`src/rtl/nibble_serial_subtractor_pkg.sv`:
```
// Shared widths and FSM encoding for the slice-serial subtractor.
package nibble_serial_subtractor_pkg;
    localparam int DEF_WIDTH = 16;
    localparam int DEF_SLICE = 4;
    localparam int NSLICE    = DEF_WIDTH / DEF_SLICE;
    localparam int CNT_W     = (NSLICE > 1) ? $clog2(NSLICE) : 1;

    typedef enum logic {
        IDLE = 1'b0,
        RUN  = 1'b1
    } state_t;
endpackage

```
`src/rtl/nibble_serial_subtractor_slice.sv`:
```
// Combinational W-bit ripple-borrow subtractor: d = a - b - bin.
module slice_subtractor #(
    parameter int W = 4
) (
    input  logic [W-1:0] a,
    input  logic [W-1:0] b,
    input  logic         bin,
    output logic [W-1:0] d,
    output logic         bout
);
    logic brw;

    always_comb begin
        brw = bin;
        d   = '0;
        for (int i = 0; i < W; i++) begin
            d[i] = a[i] ^ b[i] ^ brw;
            brw  = (~a[i] & b[i]) | (~(a[i] ^ b[i]) & brw);
        end
        bout = brw;
    end
endmodule

```
`src/rtl/nibble_serial_subtractor.sv`:
```
// 16-bit subtractor computed one SLICE-bit slice per clock behind a start/done handshake.
module nibble_serial_subtractor
    import nibble_serial_subtractor_pkg::*;
#(
    parameter int WIDTH = DEF_WIDTH,
    parameter int SLICE = DEF_SLICE
) (
    input  logic             clk,
    input  logic             rst,
    input  logic             start,
    input  logic [WIDTH-1:0] x,
    input  logic [WIDTH-1:0] y,
    input  logic             bin,
    output logic [WIDTH-1:0] diff,
    output logic             bout,
    output logic             ovf,
    output logic             busy,
    output logic             done
);
    localparam int NS = WIDTH / SLICE;
    localparam int CW = (NS > 1) ? $clog2(NS) : 1;
    localparam logic [CW-1:0] LAST = CW'(NS - 1);

    state_t           state_q, state_d;
    logic [CW-1:0]    cnt;
    logic [WIDTH-1:0] xr, yr;
    logic             br;
    logic             accept, last;
    logic [SLICE-1:0] sd;
    logic             sb;

    slice_subtractor #(.W(SLICE)) u_slice (
        .a    (xr[cnt*SLICE +: SLICE]),
        .b    (yr[cnt*SLICE +: SLICE]),
        .bin  (br),
        .d    (sd),
        .bout (sb)
    );

    always_ff @(posedge clk or posedge rst) begin
        if (rst) state_q <= IDLE;
        else     state_q <= state_d;
    end

    always_comb begin
        state_d = state_q;
        accept  = 1'b0;
        last    = 1'b0;
        case (state_q)
            IDLE: if (start) begin
                accept  = 1'b1;
                state_d = RUN;
            end
            RUN: begin
                last = (cnt == LAST);
                if (last) state_d = IDLE;
            end
            default: state_d = IDLE;
        endcase
    end

    always_ff @(posedge clk or posedge rst) begin
        if (rst) begin
            cnt  <= '0;
            xr   <= '0;
            yr   <= '0;
            br   <= 1'b0;
            diff <= '0;
            bout <= 1'b0;
            ovf  <= 1'b0;
            busy <= 1'b0;
            done <= 1'b0;
        end else begin
            done <= 1'b0;
            if (accept) begin
                xr   <= x;
                yr   <= y;
                br   <= bin;
                cnt  <= '0;
                diff <= '0;
                bout <= 1'b0;
                ovf  <= 1'b0;
                busy <= 1'b1;
            end else if (state_q == RUN) begin
                diff[cnt*SLICE +: SLICE] <= sd;
                br  <= sb;
                cnt <= last ? '0 : cnt + 1'b1;
                if (last) begin
                    busy <= 1'b0;
                    done <= 1'b1;
                    bout <= sb;
                    // Top slice's MSB is the result sign bit.
                    ovf  <= (xr[WIDTH-1] != yr[WIDTH-1]) && (sd[SLICE-1] != xr[WIDTH-1]);
                end
            end
        end
    end
endmodule

```
`config.mk`:
```
export PLATFORM = sky130hd
export DESIGN_NAME = nibble_serial_subtractor
export DESIGN_NICKNAME = d
export VERILOG_FILES = /design/src/rtl/nibble_serial_subtractor_pkg.sv /design/src/rtl/nibble_serial_subtractor_slice.sv /design/src/rtl/nibble_serial_subtractor.sv
export SDC_FILE = /design/constraint.sdc
export NUM_CORES = 1
export LEC_CHECK = 0
export ABC_AREA = 1
export BUFFER_PORTS_ARGS = -buffer_cell sky130_fd_sc_hd__buf_2
export CAP_MARGIN = 5
export CELL_PAD_IN_SITES_DETAIL_PLACEMENT = 2
export CELL_PAD_IN_SITES_GLOBAL_PLACEMENT = 2
export CORE_MARGIN = 2
export CORE_UTILIZATION = 35
export CTS_BUF_LIST = sky130_fd_sc_hd__clkbuf_8
export CTS_CLUSTER_DIAMETER = 120
export DETAILED_ROUTE_END_ITERATION = 8
export PLACE_DENSITY_LB_ADDON = 0.1
export SLEW_MARGIN = 20
export SYNTH_ARGS = -nofsm -noshare
export SYNTH_HDL_FRONTEND = slang
export SYNTH_SLANG_ARGS = --single-unit
```
`constraint.sdc`:
```
create_clock -name clk -period 4.9 [get_ports clk]
set_clock_uncertainty 0.05 [all_clocks]
set_input_delay 0.98 -clock clk [delete_from_list [all_inputs] [get_ports clk]]
set_output_delay 0.98 -clock clk [all_outputs]
set_load 0.005 [all_outputs]
```
# Yosys cells after proc, flatten, opt, wreduce, memory -nomap -nowiden
# Cells that the tools add are included.
[totals]
ff_bits = 56
output_inout_bits = 20
word_cells = 77
[classes]
n_reduce_logical = 4
bitwise_logic = 29
add_sub_neg = 2
eq_ne = 3
mux = 25
shift = 4
[ops]
columns = ["cell", "n"]
rows = [
  ["$neg 4->34", 1],
  ["$shift 4x34->16 const A", 1],
  ["$shiftx 4x34->16", 1],
  ["$mux 16", 2],
  ["$shiftx 16x5->4", 2],
  ["$mux 1", 18],
  ["$bwmux 16", 1],
  ["$not 1->1", 9],
  ["$and 1x1->1", 8],
  ["$xor 1x1->1", 8],
  ["$mux 2", 3],
  ["$or 1x1->1", 4],
  ["$reduce_bool 2->1", 2],
  ["$add 2x1->2 const B", 1],
  ["$eq 2x2->1 const B", 1],
  ["$ne 1x1->1", 2],
  ["$pmux 1 s2", 1],
  ["$reduce_and 2->1", 1],
  ["$logic_and 1x1->1", 1],
]

# Depth between registers and ports, before layout
[depth]
ltp_word = 15
mapped_depth = 17
mapped_depth_nobuf = 15

# By module
# Synthesis repeated with hierarchy kept, for this count alone.
[hier_totals]
hier_cells = 323
area_unflattened_um2 = 2712.6
[modules_own_cells]
columns = ["mod", "instances", "area_per_inst_um2", "cells_per_inst", "seq_area_each_um2"]
rows = [
  ["nibble_serial_subtractor", 1, 2595.0, 309, 1401.3],
  ["slice_subtractor", 1, 117.6, 14, 0.0],
]

# Worst setup path before layout
# Ideal clock, no wire load.
[synth_path]
kind = "flip-flop to flip-flop"
from = "reg cnt[0]"
to = "reg diff[15]"
setup_slack_ps = 2089
required_ps = 4767
arrival_ps = 2678
path_stages_with_launch = 15
synth_period_minus_slack_ps = 2811
cell_sequence = "dfrtp_1 buf_4 inv_2 buf_4 o211ai_1 nand2_1 fa_1 inv_1 fa_1 fa_1 inv_1 fa_1 nor2_1 nand2_1 o21ai_0"
[synth_via]
elab_chain_len = 14
elab_cells_between_ends = 31
[synth_rtl]
columns = ["item", "line_no", "text"]
rows = [
  ["start, declared", "nibble_serial_subtractor.sv:25", "logic [CW-1:0] cnt;"],
  ["start signal, assigned", "nibble_serial_subtractor.sv:87", "cnt <= last ? '0 : cnt + 1'b1;"],
  ["$shiftx 16x5->4, on equally long branches", "nibble_serial_subtractor.sv:33, nibble_serial_subtractor.sv:34", ""],
  ["$xor 1x1->1", "nibble_serial_subtractor_slice.sv:17, nibble_serial_subtractor_slice.sv:18", ""],
  ["$not 1->1", "nibble_serial_subtractor_slice.sv:18", "brw = (~a[i] & b[i]) | (~(a[i] ^ b[i]) & brw);"],
  ["$and 1x1->1", "nibble_serial_subtractor_slice.sv:18", ""],
  ["$or 1x1->1", "nibble_serial_subtractor_slice.sv:18", ""],
  ["$and 1x1->1", "nibble_serial_subtractor_slice.sv:18", ""],
  ["$or 1x1->1", "nibble_serial_subtractor_slice.sv:18", ""],
  ["$and 1x1->1", "nibble_serial_subtractor_slice.sv:18", ""],
  ["$or 1x1->1", "nibble_serial_subtractor_slice.sv:18", ""],
  ["$xor 1x1->1", "nibble_serial_subtractor_slice.sv:17", "d[i] = a[i] ^ b[i] ^ brw;"],
  ["$shiftx 4x34->16", "nibble_serial_subtractor.sv:85", "diff[cnt*SLICE +: SLICE] <= sd;"],
  ["$bwmux 16 (*)", "nibble_serial_subtractor.sv:85", ""],
  ["$mux 16 (*)", "nibble_serial_subtractor.sv:84", "end else if (state_q == RUN) begin"],
  ["$mux 16 (*)", "nibble_serial_subtractor.sv:75", "if (accept) begin"],
  ["end signal, assigned", "nibble_serial_subtractor.sv:68", "diff <= '0;"],
  ["end signal, assigned", "nibble_serial_subtractor.sv:80", "diff <= '0;"],
  ["end signal, assigned by index", "nibble_serial_subtractor.sv:85", ""],
  ["end, declared", "nibble_serial_subtractor.sv:14", "output logic [WIDTH-1:0] diff,"],
]
# Mark *: on every way between the ends. The rest lies on a longest branch, timed or not. The select of a mux whose other input is x is not followed.
# A chain may end at the register's enable or synchronous reset.

# Worst setup path in the final report
[layout_path]
from = "reg cnt[1]"
to = "reg diff[15]"
# The elaborated chain is that of the path after synthesis.

==> flow_summary_export.csv <==
group,metric,value,unit
global_routing,grt.overflow.total,0,
clock_network,clock_path_buffers,2,
cells_and_area,postLayoutCellArea,3060,sq um
timing,period_share,0.656,
timing,slew_viol_final,0,
setup_path,r2r_slack,1.69,ns
drt,vias_per_cell,4.81,
synth,synth_area,2680,sq um
setup_path,critPathSlowestCell,"dfrtp_1",
setup_path,startpoint_type,"flop",
cells_and_area,fin_nets,415,
cells_and_area,drive_gt1_frac,0.185,
synth,synth_flop_cell,"dfrtp_1",
global_routing,antenna_found_initial,0,
pwr,p_total,2180,uW
setup_path,crit_top_cell,"fa_1",
drt,num_vias,2244,
setup_path,critPathCaptureType,"flop",
place,place_area,2990,sq um
clock_network,clkTransAtPathRegs,0.09,ns
die,fp-row-count,31,
global_routing,grt_pass1_wl,12.3,mm
synth,synth.distinct_cells,19,
synth,synth_most_common_cell,"nand2_1",
synth,synthTopCellsByCount,"147 x nand2_1, 56 x dfrtp_1, 30 x nand3_1",
cells_and_area,diodes,0,
clock_network,clock_latency,0.30,ns
die,chipWidth,91.5,um
timing,hold_viol,0,
die,die_h,91.5,um
clock_network,cts_sinks,56,
drt,ant_nets,0,
timing,period_minus_slack,3.21,ns
place,io_buffers,55,
drt,wire_per_inst,15.1,um
clock_network,tritoncts,"done",
timing,setup_violations,0,
drt,post-route-drc-count,0,
synth,yosys.area.top_type,"dfrtp_1",
cells_and_area,postLayoutCoreUtil,0.417,
flow_run,maxCapViolCount,0,
die,die-area,8370,sq um
setup_path,critPathMaxFanout,13,
global_routing,grt_max_degree,57,
global_routing,gr-usage-all-layers,0.184,
clock_network,root_buffer,"clkbuf_8",
synth,syn_nets,364,
status,status,"finished, final reports clean",
timing,max_freq,0.311,GHz
synth,yosysSeqAreaShare,0.523,
pwr,powerDensity,712,nW/um^2
drt,wl,7.07,mm
synth,ys_seq_elements,56,
clock_network,numCtsBuffers,5,
synth,postSynthAreaPerCell,8.40,sq um
setup_path,crit_arrival,3.39,ns
timing,worst_slew_pin_slew,0.736,ns
pwr,peakVddDrop,0.000180,V
drt,dr.pass1.iters,4,
pwr,p_leak,0.00169,uW
place,finalWeightedCongestion,0.796,
setup_path,crit_chain,"clkinv_1 > nand3_1 > nand2_1 > fa_1 > inv_1 > fa_1 > fa_1 > inv_1 > fa_1 > nor2_1 > nand2_1 > o21ai_0",
setup_path,critPathKind,"flop to flop",
die,core_area,7330,sq um
synth,synth_top_area_share,0.523,
timing,tns,0,ns
synth,synth_warnings,0,
setup_path,crit_required,5.07,ns
min_path,hp-class,"flop to flop",
timing,slew-limit-headroom,0.509,
cells_and_area,area_growth,14.2,%
synth,synthArstFlopShare,1.00,
clock_network,ctsHtreeMaxLevel,2,
clock_network,postCtsSetupBuffers,0,
timing,rsz0062_at_grt,"no",
synth,synthCells,319,
global_routing,grt_pass1_vias,2409,
setup_path,slowest_delay,0.62,ns
clock_network,cts_hold_buf,0,
drt,dr.first_iter.drc_count,80,
synth,synthTopCellsByArea,"dfrtp_1 52%, nand2_1 21%, nand3_1 5.6%",
place,hpwl,5.21,mm
clock_network,cts-resized-gates,0,
synth,synth-edff-count,0,
die,pin_count,56,
die,start_util,0.365,
metal layers:
metal | vias up | share of wire | wire, um | GRT usage
met5 | - | 0 | 0 | 0
met4 | 0 | 0.0099 | 70 | 0.0530
met3 | 5 | 0.031 | 220 | 0.0241
met1 | 1105 | 0.48 | 3410 | 0.254
met2 | 39 | 0.48 | 3370 | 0.301
li1 | 1095 | - | - | -
critical path: cells and delay by family (launching register included):
| kind | cells | cell delay (ns) |
|---|---|---|
| flops | 1 | 0.62 |
| fa+ha+maj | 4 | 1.22 |
| buf+inv | 3 | 0.52 |
| simple gates | 4 | 0.56 |
| compound gates | 1 | 0.17 |
power breakdown:
| part | switching (uW) | internal (uW) | leakage [uW] |
|---|---|---|---|
| clock network | 141 | 92.9 | 0.0000359 |
| logic | 714 | 414 | 0.000939 |
| registers | 144 | 670 | 0.000716 |
flip-flops by register name (all words and copies together) (netlist names), 2 cells and up:
name	count
diff	16
xr	16
yr	16
cnt	2
per-stage QoR:
step	worst slack (ns)	hold WS (ns)	cells
3_5_place_dp	1.68	0.409	462
4_1_cts	1.65	0.431	467
6_report	1.69	0.426	467
2_1_floorplan	2.09	0.399	319
3_3_place_gp	1.85	0.400	462
5_1_grt	1.41	0.450	467
cell usage in the layout (no fill, tap or decap):
cell	n
clkinv_1	1
o21ai_0	19
nor2_1	8
ha_1	5
clkbuf_8	5
nor2_8	1
nand2_2	1
nand2_1	147
inv_1	19
nand3b_1	3
nor2_2	1
buf_4	2
inv_2	2
nand3_1	30
buf_2	55
fa_1	4
or2_2	1
o211ai_1	8
dfrtp_1	56
cells by family (layout without fill, tap and decap cells):
group / Yosys count / after routing / share of synthesized area
AND/OR/NAND/NOR: 192 / 192 / 0.296
flip-flops: 56 / 56 / 0.523
buffers and inverters: 35 / 84 / 0.0696
AO/OA/AOI/OAI: 27 / 27 / 0.0579
adder cells (fa/ha/maj): 9 / 9 / 0.0532
cell type report:
cell class	instances	area, sq um
clock buffers	5	68.8
fillers	866	4270
inverters	22	82.6
multi-input cells	228	1090
flip-flops and latches	56	1400
well taps	99	124
repair buffers	57	290
worst paths after layout:
path                                 end  startpoint  depth (start not counted)
worst min-delay path                busy        busy                          2
max in group asynchronous         xr[15]         rst                          3
worst max-delay path            diff[15]      cnt[1]                         12
min in group asynchronous          xr[2]         rst                          3
worst max register to register  diff[15]      cnt[1]                         12
worst min register to register      busy        busy                          2
No activity file was read; power rests on OpenSTA's default activity.
